## src/rtl/uart_pkg.sv

```systemverilog
// Shared definitions for the uart receive-side buffer: capture FSM encoding
// and default FIFO geometry / flow-control watermarks.
package uart_pkg;

  typedef enum logic {
    IDLE = 1'b0,
    ACK  = 1'b1
  } cap_state_t;

  localparam int unsigned DEF_DEPTH_LOG2 = 4;
  localparam int unsigned DEF_HIWATER    = 12;
  localparam int unsigned DEF_LOWATER    = 4;

endpackage

```

## src/rtl/uart_fifo_mem.sv

```systemverilog
// FIFO storage: one synchronous write port, one asynchronous read port
// (distributed-RAM style, contents not reset).
module uart_fifo_mem #(
  parameter int unsigned DEPTH_LOG2 = 4,
  parameter int unsigned WIDTH      = 8
) (
  input  logic                  clk,
  input  logic                  we,
  input  logic [DEPTH_LOG2-1:0] waddr,
  input  logic [WIDTH-1:0]      wdata,
  input  logic [DEPTH_LOG2-1:0] raddr,
  output logic [WIDTH-1:0]      rdata
);

  logic [WIDTH-1:0] mem [2**DEPTH_LOG2];

  always_ff @(posedge clk) begin
    if (we) mem[waddr] <= wdata;
  end

  assign rdata = mem[raddr];

endmodule

```

## src/rtl/uart_rx_fifo.sv

```systemverilog
// Receive buffer behind uart_rx: captures acknowledged bytes into a FWFT FIFO.
// Optional hysteretic rts_hold output is built when UART_RX_FIFO_RTS_EN is defined.
module uart_rx_fifo
  import uart_pkg::*;
#(
  parameter int unsigned DEPTH_LOG2 = DEF_DEPTH_LOG2,
  parameter int unsigned HIWATER    = DEF_HIWATER,
  parameter int unsigned LOWATER    = DEF_LOWATER
) (
  input  logic                  clk,
  input  logic                  rst,
  input  logic [7:0]            rx_data,
  input  logic                  rx_recv,
  output logic                  rx_read,
  input  logic                  cpu_rd,
  output logic [7:0]            cpu_data,
  output logic                  cpu_avail,
  output logic                  full,
  output logic [DEPTH_LOG2:0]   level,
  output logic                  rts_hold
);

  localparam int unsigned         DEPTH     = 2**DEPTH_LOG2;
  localparam logic [DEPTH_LOG2:0] DEPTH_LVL = DEPTH[DEPTH_LOG2:0];

  cap_state_t            state;
  logic [DEPTH_LOG2-1:0] wr_ptr;
  logic [DEPTH_LOG2-1:0] rd_ptr;
  logic                  push;
  logic                  pop;

  assign full      = (level == DEPTH_LVL);
  assign cpu_avail = (level != '0);
  assign push      = (state == IDLE) && rx_recv && !full;
  assign pop       = cpu_rd && cpu_avail;

  // ACK waits for rx_recv to drop so a still-asserted request is not captured twice.
  always_ff @(posedge clk) begin
    if (rst) begin
      state   <= IDLE;
      rx_read <= 1'b0;
    end else begin
      case (state)
        IDLE: begin
          rx_read <= push;
          if (push) state <= ACK;
        end
        ACK: begin
          rx_read <= 1'b0;
          if (!rx_recv) state <= IDLE;
        end
        default: begin
          rx_read <= 1'b0;
          state   <= IDLE;
        end
      endcase
    end
  end

  always_ff @(posedge clk) begin
    if (rst) begin
      wr_ptr <= '0;
      rd_ptr <= '0;
      level  <= '0;
    end else begin
      if (push) wr_ptr <= wr_ptr + 1'b1;
      if (pop)  rd_ptr <= rd_ptr + 1'b1;
      case ({push, pop})
        2'b10:   level <= level + 1'b1;
        2'b01:   level <= level - 1'b1;
        default: level <= level;
      endcase
    end
  end

  uart_fifo_mem #(
    .DEPTH_LOG2 (DEPTH_LOG2),
    .WIDTH      (8)
  ) u_mem (
    .clk   (clk),
    .we    (push),
    .waddr (wr_ptr),
    .wdata (rx_data),
    .raddr (rd_ptr),
    .rdata (cpu_data)
  );

`ifdef UART_RX_FIFO_RTS_EN
  localparam logic [DEPTH_LOG2:0] HI_LVL = HIWATER[DEPTH_LOG2:0];
  localparam logic [DEPTH_LOG2:0] LO_LVL = LOWATER[DEPTH_LOG2:0];

  if (LOWATER >= HIWATER || HIWATER > DEPTH) begin : g_bad_watermarks
    $error("uart_rx_fifo: need LOWATER < HIWATER <= 2**DEPTH_LOG2");
  end

  always_ff @(posedge clk) begin
    if (rst)                  rts_hold <= 1'b0;
    else if (level >= HI_LVL) rts_hold <= 1'b1;
    else if (level <= LO_LVL) rts_hold <= 1'b0;
  end
`else
  logic unused_watermarks;
  assign unused_watermarks = ^{HIWATER, LOWATER};
  assign rts_hold = 1'b0;
`endif

endmodule

```

## config.mk

```make
export PLATFORM = sky130hd
export DESIGN_NAME = uart_rx_fifo
export DESIGN_NICKNAME = d
export VERILOG_FILES = /design/src/rtl/uart_pkg.sv /design/src/rtl/uart_fifo_mem.sv /design/src/rtl/uart_rx_fifo.sv
export SDC_FILE = /design/constraint.sdc
export NUM_CORES = 1
export LEC_CHECK = 0
export BUFFER_PORTS_ARGS = -buffer_cell sky130_fd_sc_hd__buf_2
export CAP_MARGIN = 25
export CORE_MARGIN = 5
export CORE_UTILIZATION = 40
export CTS_CLUSTER_SIZE = 20
export DETAILED_ROUTE_END_ITERATION = 16
export GPL_ROUTABILITY_DRIVEN = 0
export GPL_TIMING_DRIVEN = 0
export PLACE_DENSITY = 0.65
export SLEW_MARGIN = 20
export SYNTH_ARGS = -nofsm -noshare
export SYNTH_HDL_FRONTEND = slang
export SYNTH_SLANG_ARGS = --single-unit
```

## constraint.sdc

```tcl
create_clock -name clk -period 8.2 [get_ports clk]
set_clock_uncertainty 0.2 [all_clocks]
set_input_delay 0 -clock clk [delete_from_list [all_inputs] [get_ports clk]]
set_output_delay 0 -clock clk [all_outputs]
set_load 0.03 [all_outputs]
```

Word-level counts from Yosys, hierarchy flattened

Memory sizes are Yosys's and may differ from the RTL's. A register that Yosys moved wholly into a read port is not among the register bits.
Cells that the tools add are included.

Memories: 1
Bits in writable memories: 128
Output and inout port bits: 17
ROM bits: 0
Bits in latches: 0
Register bits: 15
Input port bits: 12
Word-level logic and storage cells: 28

Muxes and demuxes: 8
$mul: 0
$add $sub $neg: 4
Magnitude comparators: 0
Shifts and indexed selects: 0
Reductions and logical operators: 6
Divide/modulo/power cells: 0
Equal/unequal tests: 3
Bitwise gates (word level): 1

Memories:

| name      | depth | bits a word | rd ports | clocked after memory_dff | write ports | line                | RTL |
|---|---|---|---|---|---|---|---|
| u_mem.mem | 16    | 8           | 1        | 1                        | 1           | uart_fifo_mem.sv:15 | `logic [WIDTH-1:0] mem [2**DEPTH_LOG2];` |

Operators with widths:

| cell                                                                   | number |
|---|---|
| 5-bit one-hot mux with 2 select lines                                  | 1 |
| 4-bit by 1-bit adder with 4-bit output (second input constant)         | 2 |
| 4-bit 2-to-1 mux                                                       | 2 |
| 5-bit by 1-bit adder with 5-bit output (second input constant)         | 1 |
| 5-bit equality test (second input constant)                            | 1 |
| 5-bit nonzero test                                                     | 1 |
| 5-bit by 1-bit subtractor with 5-bit output (second input constant)    | 1 |
| 1-bit one-hot mux with 2 select lines                                  | 2 |
| 1-bit logical AND                                                      | 3 |
| 1-bit 2-to-1 mux                                                       | 3 |
| 2-bit by 1-bit equality test with 1-bit output (second input constant) | 1 |
| 2-bit equality test (second input constant)                            | 1 |
| 2-bit nonzero test                                                     | 1 |
| 1-bit logical NOT                                                      | 1 |
| 1-bit inverter                                                         | 1 |

Longest topological paths before layout

Gate-level depths: netlist of the first run.

Word-level depth: 5
Gate-level depth with buffers: 11

Modules after synthesis

From an unflattened synthesis of the first run, not the netlist that was laid out.

Cells, all modules: 308
Area total of the unflattened synthesis: 5795.6 um2

Modules (own cells, without submodules):

| module        | cells an instance | area each (um2) | times used | seq. area each (um2) |
|---|---|---|---|---|
| uart_fifo_mem | 221               | 4987.3          | 1          | 3843.7 |
| uart_rx_fifo  | 87                | 808.3           | 1          | 300.3 |

Worst setup path after synthesis of the first run

Ideal clock, no wire load.

Path kind: register to register
Start: reg level[2]
End: reg level[4]
Arrival: 2.699 ns
Path slack: 5.182 ns
Period minus slack after synthesis: 3.018 ns
Cell stages (with the launch flop): 11
Path through: dfxtp_1 > buf_2 > nor4_2 > a21boi_1 > ha_1 > xor2_1 > ha_1 > a311oi_1 > a311oi_1 > mux2_1 > a211o_1

Elaborated cells on any way between the ends: 11

RTL lines:

| what                                                                                         | line               | RTL |
|---|---|---|
| start: declaration                                                                           | uart_rx_fifo.sv:19 | `output logic [DEPTH_LOG2:0] level,` |
| start signal: assignment                                                                     | uart_rx_fifo.sv:69 | `2'b10: level <= level + 1'b1;` |
| start signal: assignment                                                                     | uart_rx_fifo.sv:70 | `2'b01: level <= level - 1'b1;` |
| start signal: assignment                                                                     | uart_rx_fifo.sv:71 | `default: level <= level;` |
| 5-bit nonzero test (*)                                                                       | uart_rx_fifo.sv:33 | `assign cpu_avail = (level != '0);` |
| 1-bit logical AND (*)                                                                        | uart_rx_fifo.sv:35 | `assign pop = cpu_rd && cpu_avail;` |
| via pop                                                                                      | uart_rx_fifo.sv:30 | `logic pop;` |
| 2-bit by 1-bit equality test with 1-bit output / 2-bit equality test (equally long branches) | uart_rx_fifo.sv:68 | `case ({push, pop})` |
| 5-bit one-hot mux with 2 select lines / 2-bit nonzero test (equally long branches)           | -                  |  |

The timed path passes the listed nets; every way through them passes the cells marked *.
A chain may end at the register's enable or synchronous reset.

Final worst setup path of the first run

Start: reg level[1]
End: reg level[4]

Word-level cells in the longest chain between the ends: 5
Elaborated cells on any way between the ends: 11

RTL lines:

| what                                                                                         | line               | RTL |
|---|---|---|
| 5-bit equality test                                                                          | uart_rx_fifo.sv:32 | `assign full = (level == DEPTH_LVL);` |
| 1-bit logical NOT                                                                            | uart_rx_fifo.sv:34 | `assign push = (state == IDLE) && rx_recv && !full;` |
| 1-bit logical AND                                                                            | uart_rx_fifo.sv:34 |  |
| 2-bit by 1-bit equality test with 1-bit output / 2-bit equality test (equally long branches) | uart_rx_fifo.sv:68 |  |
| 5-bit one-hot mux with 2 select lines / 2-bit nonzero test (equally long branches)           | -                  |  |

Several ways; a longest one is shown, not always the timed one.

==> results of run 1 <==
[registers in the layout (all words and copies together), names as in the netlist, named ones only]
name       cells
level          5
rd_ptr         4
rx_read        1
wr_ptr         4
state          1
u_mem.mem    128
[final cells by class]
| type | instances | share of cell area |
|---|---|---|
| Timing Repair Buffer | 39 | 0.0372 |
| Clock buffer | 17 | 0.0614 |
| Inverter | 6 | 0.00325 |
| Multi-Input combinational cell | 139 | 0.221 |
| Tap cell | 184 | 0.0332 |
| Clock inverter | 15 | 0.0204 |
| Buffer | 19 | 0.0130 |
| Sequential cell | 147 | 0.610 |
[critical path, stage by stage, from the launching register on]
cell and delay (ps):
dfxtp_1 320, buf_6 130, nor4_2 440, a21oi_2 230, inv_2 100, ha_1 310, xor2_1 180, ha_1 220
a311oi_1 60, a311oi_1 320, mux2_1 360, a211o_1 230, dlygate4sd3_1 550
[power by group]
group	internal (mW)	total, mW	switching (mW)	leakage [nW]
Combinational	0.255	0.601	0.346	0.709
Clock	0.443	0.734	0.290	0.267
Sequential	0.859	0.887	0.0286	1.31
Total	1.56	2.22	0.665	2.29
[placed cells by master, fill, tap and decap left out, drive strengths merged, types with 3 or more instances in the layout]
master       netlist  final
edfxtp           128    128
mux4              40     40
buf               13     40
nor2              30     30
clkbuf             6     23
dfxtp             19     19
dlygate4sd3        0     12
nand2             10     10
clkinv             1     10
ha                 7      7
xor2               6      6
a21oi              6      6
nor3               6      6
inv                5      6
xnor2              4      4
nand2b             3      3
clkinvlp           0      3
o21ai              3      3
[final timing paths]
path	depth (start not counted)	slack, ps	startpoint	endpoint
min	3	220	rx_recv	state
max reg2reg	12	4420	level[1]	level[4]
max	12	4420	level[1]	level[4]
min reg2reg	2	310	rd_ptr[3]	flip-flop
[cell families (layout without fill, tap and decap cells)]
group	after synthesis	after routing	share of synthesized area
flip-flops	147	147	0.722
AND/OR/NAND/NOR	60	60	0.0479
multiplexers	43	43	0.159
buffers and inverters	25	96	0.0192
AO/OA/AOI/OAI	18	18	0.0210
XOR/XNOR	10	10	0.0150
adder cells (fa/ha/maj)	7	7	0.0150
other	1	1	0.000641
[layer usage]
layer | part of all wire | track usage | vias to the layer above | wire [um]
met1 | 0.43 | 0.186 | 1497 | 4960
met3 | 0.051 | 0.0407 | 4 | 589
met5 | 0 | 0 | - | 0
met4 | 0.0043 | 0.0490 | 0 | 50
li1 | - | - | 1348 | -
met2 | 0.52 | 0.245 | 81 | 6010
[per-stage QoR]
step | hold slack, ps | util
6_report | 223 | 0.480
5_1_grt | 219 | 0.480
4_1_cts | 193 | 0.480
3_5_place_dp | 91.4 | 0.433
3_3_place_gp | 79.0 | 0.431
2_1_floorplan | -101 | -
[repair_timing]
| item | in CTS | in global routing |
|---|---|---|
| hold buffers | 12 | 0 |
| hold endpoints to repair | 139 | 0 |
| setup endpoints to repair | 0 | 0 |
==> flow_summary.yaml, run 1 <==
synth:
  yosys_most_used_dff: "edfxtp_1"
  synth_cell_type_count: 41
  post-synth-top-area-cell: "edfxtp_1"
  async_flop_share: 0
  yosysMostFrequentCell: "edfxtp_1"
  netlist_area_um2: 5850
  synth_enable_flop_cells: 128
  synth_seq_area_share: 0.722
  synth_area_leaders: "edfxtp_1 (66%), mux4_2 (15%), dfxtp_1 (6.5%)"
  yosys_warnings: 0
  synth_fp_nets: 330
  synth_cells: 311
  syn_avg_cell_area_um2: 18.8
  synth_common_cells: "edfxtp_1 (128), mux4_2 (40), nor2_1 (30), dfxtp_1 (19), nand2_1 (10)"
  synthDominantCellAreaShare: 0.657
  ys_ff_latch: 147
sta:
  report.final.slew_viol_count: 0
  hold_viol: 0
  rsz0062_at_grt: "no"
  post-route-period-util: 0.461
  maxSlewHeadroom: 0.358
  min_period_ps: 3780
  layout_setup_ws_ps: 4420
  setup_viol: 0
  worst_pin_slew_ps: 959
  fin_tns_setup_ps: 0
  max_freq_mhz: 265
detailed_routing:
  drt-total-wl_um: 11600
  postRouteAntennaNets: 0
  drt-vias-per-instance: 5.18
  firstDrtPassIters: 5
  first_iter_violations: 271
  vias: 2930
  drc: 0
  post_drt_wl_per_cell_um: 20.5
grt:
  antenna_found_initial: 0
  grt_start_max_net_pins: 17
  grt_pass1_vias: 3043
  gr-total-overflow: 0
  grt_use_total: 0.147
  grt_first_pass_wirelength_um: 17800
floorplanning:
  start_util: 0.406
  num_rows: 44
  core_um2: 14400
  die_x_um: 131
  ios: 29
  dieHeight_um: 131
  die_area_um2: 17100
cells_and_area:
  final_area_um2: 6930
  fill_cells: 1208
  nets: 388
  diodes: 0
  regArea_um2: 4220
  stdcell_count: 566
  syn_to_final_growth_pct: 18.4
  multiInputGateArea_um2: 1530
  drive_gt1_frac: 0.288
placement:
  dpl.hpwl_um: 7470
  dp.cells: 522
  io_buffers: 26
  placed_area_um2: 6240
  post-place-ws_ps: 5010
power_and_ir_drop:
  p_leak_nw: 2.29
  total_power_mw: 2.22
  ir_worst_vdd_mv: 0.192
  powerDensity_nw_per_um2: 321
clock_tree:
  clockRootBuffer: "clkbuf_16"
  path_clk_slew_ps: 60
  post-cts-setup-buffers: 0
  cts_tree: "done"
  clk_latency_ps: 420
  cts.sinks: 147
  numCtsBuffers: 17
  cts-htree-levels: 4
  cts.path.max_buffers: 2
  cts_resized: 0
run:
  cap_violations: 0
worst_setup_path:
  crit_path_max_fanout: 9
  worst_ep_arrival_time_ps: 3880
  required_ps: 8300
  start_kind: "flip-flop"
  path_class: "flip-flop to flip-flop"
  setup.worst_path.end_class: "flip-flop"
worst_hold_path:
  hold_path.class: "primary input to flip-flop"
run_status:
  outcome: "finished clean"
No activity file was read; power rests on OpenSTA's default activity.
==> inputs of run 2 (changes only) <==
Clock period 8.2 ns to 3.83 ns, I/O delays scaled along.
==> run 2 against run 1 <==
Core utilization is 0.19 points higher; critical path depth stayed put; design area is 0.40% higher; worst hold slack worse by 5.9 ps; via count is 1.4% higher; global-route usage stayed put; non-clock buffer count is 2 higher; register-to-register slack worse by 4200 ps; sequential power is 110% higher; critical path type unchanged; critical endpoint unchanged.
==> flow_summary.yaml, run 2 (synthesis results as in run 1) <==
power_and_ir_drop:
  powerDensity_nw_per_um2: 693
  swShare: 0.300
  total_power_mw: 4.82
  clkPwrFrac: 0.327
  p_int_mw: 3.37
  p_comb_frac: 0.278
  power_switching_mw: 1.45
  pwr-share-seq: 0.395
  ir_worst_vdd_mv: 0.427
  p_leak_nw: 2.30
floorplanning:
  start_util: 0.406
  die_x_um: 131
  die_area_um2: 17100
  dieHeight_um: 131
  ios: 29
  num_rows: 44
  core_um2: 14400
detailed_routing:
  postRouteAntennaNets: 0
  post_drt_wl_per_cell_um: 20.4
  vias: 2972
  drc: 0
  drt-total-wl_um: 11600
  firstDrtPassIters: 4
  first_iter_violations: 247
  drt-vias-per-instance: 5.23
placement:
  io_buffers: 26
  placed_area_um2: 6240
  dp.cells: 522
  post-place-ws_ps: 640
  dpl.hpwl_um: 7470
worst_setup_path:
  r2r_slack_ps: 200
  cp-endpoint: "level[4]"
  crit_path_max_fanout: 9
  worstReg2RegEnd: "level[4]"
  setup.worst_path.end_class: "flip-flop"
  path_class: "flip-flop to flip-flop"
  required_ps: 3940
  r2r_start: "level[1]"
  start_kind: "flip-flop"
  cp-startpoint: "level[1]"
  worst_ep_arrival_time_ps: 3740
  r2r_cells: 12
worst_hold_path:
  hold_path.class: "primary input to flip-flop"
  min_from: "rx_recv"
sta:
  min_period_ps: 3630
  layout_setup_ws_ps: 201
  hold_viol: 0
  post-route-period-util: 0.948
  worst_pin_slew_ps: 961
  report.final.slew_viol_count: 0
  max_freq_mhz: 276
  fin_tns_setup_ps: 0
  setup_viol: 0
  worst_hold_slack_ps: 217
  maxSlewHeadroom: 0.357
clock_tree:
  path_clk_slew_ps: 60
  cts.sinks: 147
  clockRootBuffer: "clkbuf_16"
  cts_tree: "done"
  clk_latency_ps: 420
  numCtsBuffers: 17
  cts.path.max_buffers: 2
  cts-htree-levels: 4
cells_and_area:
  nets: 390
  final_cell_mix: "edfxtp_1 (128), mux4_2 (40), buf_2 (32)"
  final_common_cell: "edfxtp_1"
  drive_gt1_frac: 0.294
  stdcell_count: 568
  diodes: 0
  final_area_um2: 6950
  syn_to_final_growth_pct: 18.8
  top_register: "u_mem.mem"
  reg.largest.list: "u_mem.mem: 128 flops, level: 5 flops"
  final_core_util: 0.482
  fill_cells: 1201
  largest_register_ffs: 128
run_status:
  outcome: "finished clean"
grt:
  gr-total-overflow: 0
  grt_first_pass_wirelength_um: 17800
  grt_start_max_net_pins: 17
  grt_pass1_vias: 3043
  grt_use_total: 0.147
  antenna_found_initial: 0
run:
  cap_violations: 0
[run 2: cell types whose count changed in the layout (fill, tap and decap cells not counted)]
cell      delta
a21boi_1     -1
nor4_4       +1
a21boi_2     +1
nor4_2       -1
buf_4        +2
[run 2: cell type report]
| class | count | area, um^2 | share of cell area |
|---|---|---|---|
| flip-flops and latches | 147 | 4220 | 0.608 |
| clock buffers | 17 | 425 | 0.0612 |
| repair buffers | 41 | 273 | 0.0392 |
| clock inverters | 15 | 141 | 0.0203 |
| multi-input cells | 139 | 1550 | 0.222 |
| inverters | 6 | 22.5 | 0.00324 |
| plain buffers | 19 | 90.1 | 0.0130 |
| well taps | 184 | 230 | 0.0331 |
[run 2: worst min path at each step]
| stage | end | slack, ps | cells past startpoint |
|---|---|---|---|
| 3_3_place_gp | state | 80 | 2 |
| 3_5_place_dp | state | 90 | 2 |
| 4_1_cts | state | 190 | 3 |
| 2_1_floorplan | u_mem.mem[0][0] | -100 | 0 |
| 6_report | state | 220 | 3 |
| 5_1_grt | state | 220 | 3 |
[run 2: timing repair]
action	4_1_cts	5_1_grt
hold endpoints to repair	139	0
setup buffers	0	2
hold buffers	12	0
setup endpoints to repair	0	1
resized for setup	0	2
[run 2: per-layer routing]
| metal | track usage | part of all wire | up-vias |
|---|---|---|---|
| li1 | - | - | 1352 |
| met1 | 0.186 | 0.44 | 1529 |
| met2 | 0.245 | 0.51 | 78 |
| met3 | 0.0407 | 0.045 | 13 |
| met4 | 0.0490 | 0.013 | 0 |
| met5 | 0 | 0 | - |
[run 2: worst max-delay path, stage by stage, from the launching register on]
cell	delay, ps
dfxtp_1	320
buf_6	130
nor4_4	340
a21oi_2	190
inv_2	100
ha_1	310
xor2_1	190
ha_1	220
a311oi_1	60
a311oi_1	320
mux2_1	360
a211o_1	230
dlygate4sd3_1	550
[run 2: power by group through the flow]
stage	clock (mW)	sequential [mW]	combinational, mW
2_1_floorplan	0	1.97	0.895
3_3_place_gp	0	1.93	1.25
3_5_place_dp	0	1.93	1.29
4_1_cts	1.60	1.90	1.31
5_1_grt	1.67	1.91	1.45
6_report	1.58	1.90	1.34
==> inputs of run 3 (changes only) <==
Settings changed: RECOVER_POWER set to 100.
==> run 3 against run 2 <==
The flow now finishes with violations (capacitance limit, slew limit); register-to-register slack lost 30 ps; maximum frequency shrank 0.72%; count of clock-buffer cells in the layout is the same; via count is essentially flat; non-clock buffer count is the same; flip-flop and latch count is the same; final cell count is the same; sequential share of layout area grew 0.50 points; critical endpoint unchanged.
==> flow_summary.yaml, run 3 (synthesis results as in run 1) <==
run_status:
  outcome: "complete, but fails checks"
  failed_checks: "capacitance limit, slew limit"
sta:
  report.final.slew_viol_count: 9
  hold_viol: 0
  min_period_ps: 3660
  setup_viol: 0
  post-route-period-util: 0.954
  worst_pin_slew_ps: 1570
  worst_hold_slack_ps: 218
  maxSlewHeadroom: -0.0565
  max_freq_mhz: 274
detailed_routing:
  drt-vias-per-instance: 5.23
  post_drt_wl_per_cell_um: 20.5
  first_iter_violations: 242
  drc: 0
  vias: 2970
  firstDrtPassIters: 4
  postRouteAntennaNets: 0
  drt-total-wl_um: 11600
worst_hold_path:
  min_from: "rx_recv"
  hold_path.class: "primary input to flip-flop"
  whs_path_depth: 3
cells_and_area:
  top_register: "u_mem.mem"
  nets: 390
  reg.largest.list: "u_mem.mem: 128 flops, level: 5 flops"
  final_area_um2: 6900
  diodes: 0
  drive_gt1_frac: 0.219
  final_cell_mix: "edfxtp_1 (128), mux4_2 (40), clkbuf_1 (31)"
  largest_register_ffs: 128
  final_common_cell: "edfxtp_1"
  syn_to_final_growth_pct: 17.9
  final_core_util: 0.478
worst_setup_path:
  cp.depth: 12
  cp-endpoint: "level[4]"
  r2r_slack_ps: 170
  crit_path_max_fanout: 10
  setup.worst_path.end_class: "flip-flop"
  max_stage_delay_ps: 550
  r2r_start: "level[2]"
  cp-startpoint: "level[2]"
  crit_buf_inv: 3
  start_kind: "flip-flop"
  path_class: "flip-flop to flip-flop"
  cpMaxStageDelayCell: "dlygate4sd3_1"
  worst_ep_arrival_time_ps: 3760
  required_ps: 3940
  r2r_cells: 12
  crit_chain: "buf_2, nor4_4, clkbuf_4, a21boi_2, ha_1, xor2_1, ha_1, a311oi_1, a311oi_1, mux2_1, a211o_1, dlygate4sd3_1"
  worstReg2RegEnd: "level[4]"
  path_delay_family: "buffers and inverters"
floorplanning:
  start_util: 0.406
  die_x_um: 131
  die_area_um2: 17100
  num_rows: 44
  ios: 29
  dieHeight_um: 131
  core_um2: 14400
power_and_ir_drop:
  ir_worst_vdd_mv: 0.425
  total_power_mw: 4.78
  p_leak_nw: 2.20
  powerDensity_nw_per_um2: 693
run:
  cap_violations: 1
clock_tree:
  numCtsBuffers: 17
  path_clk_slew_ps: 60
  clockRootBuffer: "clkbuf_16"
  clk_latency_ps: 420
  cts-htree-levels: 4
  cts.path.max_buffers: 2
  cts_tree: "done"
  cts.sinks: 147
placement:
  placed_area_um2: 6240
  dpl.hpwl_um: 7470
  io_buffers: 26
grt:
  grt_start_max_net_pins: 17
  gr-total-overflow: 0
  grt_first_pass_wirelength_um: 17800
  antenna_found_initial: 0
  grt_pass1_vias: 3043
  grt_use_total: 0.147
run 3: metal layers:
metal  track usage  up-vias  part of all wire
met5             0        -                 0
met4        0.0490        0             0.013
met3        0.0407       13             0.059
met2         0.245       86              0.51
met1         0.186     1521              0.42
li1              -     1350                 -
run 3: power by group:
group,switching [mW],internal (mW)
logic,0.754,0.548
clock network,0.627,0.948
registers,0.0644,1.84
total,1.45,3.34
run 3: timing repair:
item,CTS,global route
resized for setup,0,2
hold buffers,12,0
hold endpoints to repair,139,0
setup buffers,0,2
setup endpoints to repair,0,1
run 3: worst min path at each step:
stage                            endpoint
after floorplan           u_mem.mem[0][0]
after global placement              state
after detailed placement            state
after CTS                           state
after global routing                state
final                               state
run 3: cell type report:
cell class | count | area [um^2]
Fill cell | 1216 | 7530
Tap cell | 184 | 230
Multi-Input combinational cell | 139 | 1530
Buffer | 19 | 88.8
Clock inverter | 15 | 141
Clock buffer | 17 | 425
Sequential cell | 147 | 4220
Inverter | 6 | 22.5
Timing Repair Buffer | 41 | 238
run 3: stage by stage:
stage	setup slack [ps]	std cells	TNS [ps]
after floorplan	812	311	0
after global placement	723	521	0
after detailed placement	640	522	0
after CTS	85.7	566	0
after global routing	-23.3	568	-23.3
final	174	568	0
run 3: worst min-delay path, cell delays in order:
cell and delay, ps:
dlygate4sd3_1 530, buf_2 130, nor3b_1 120
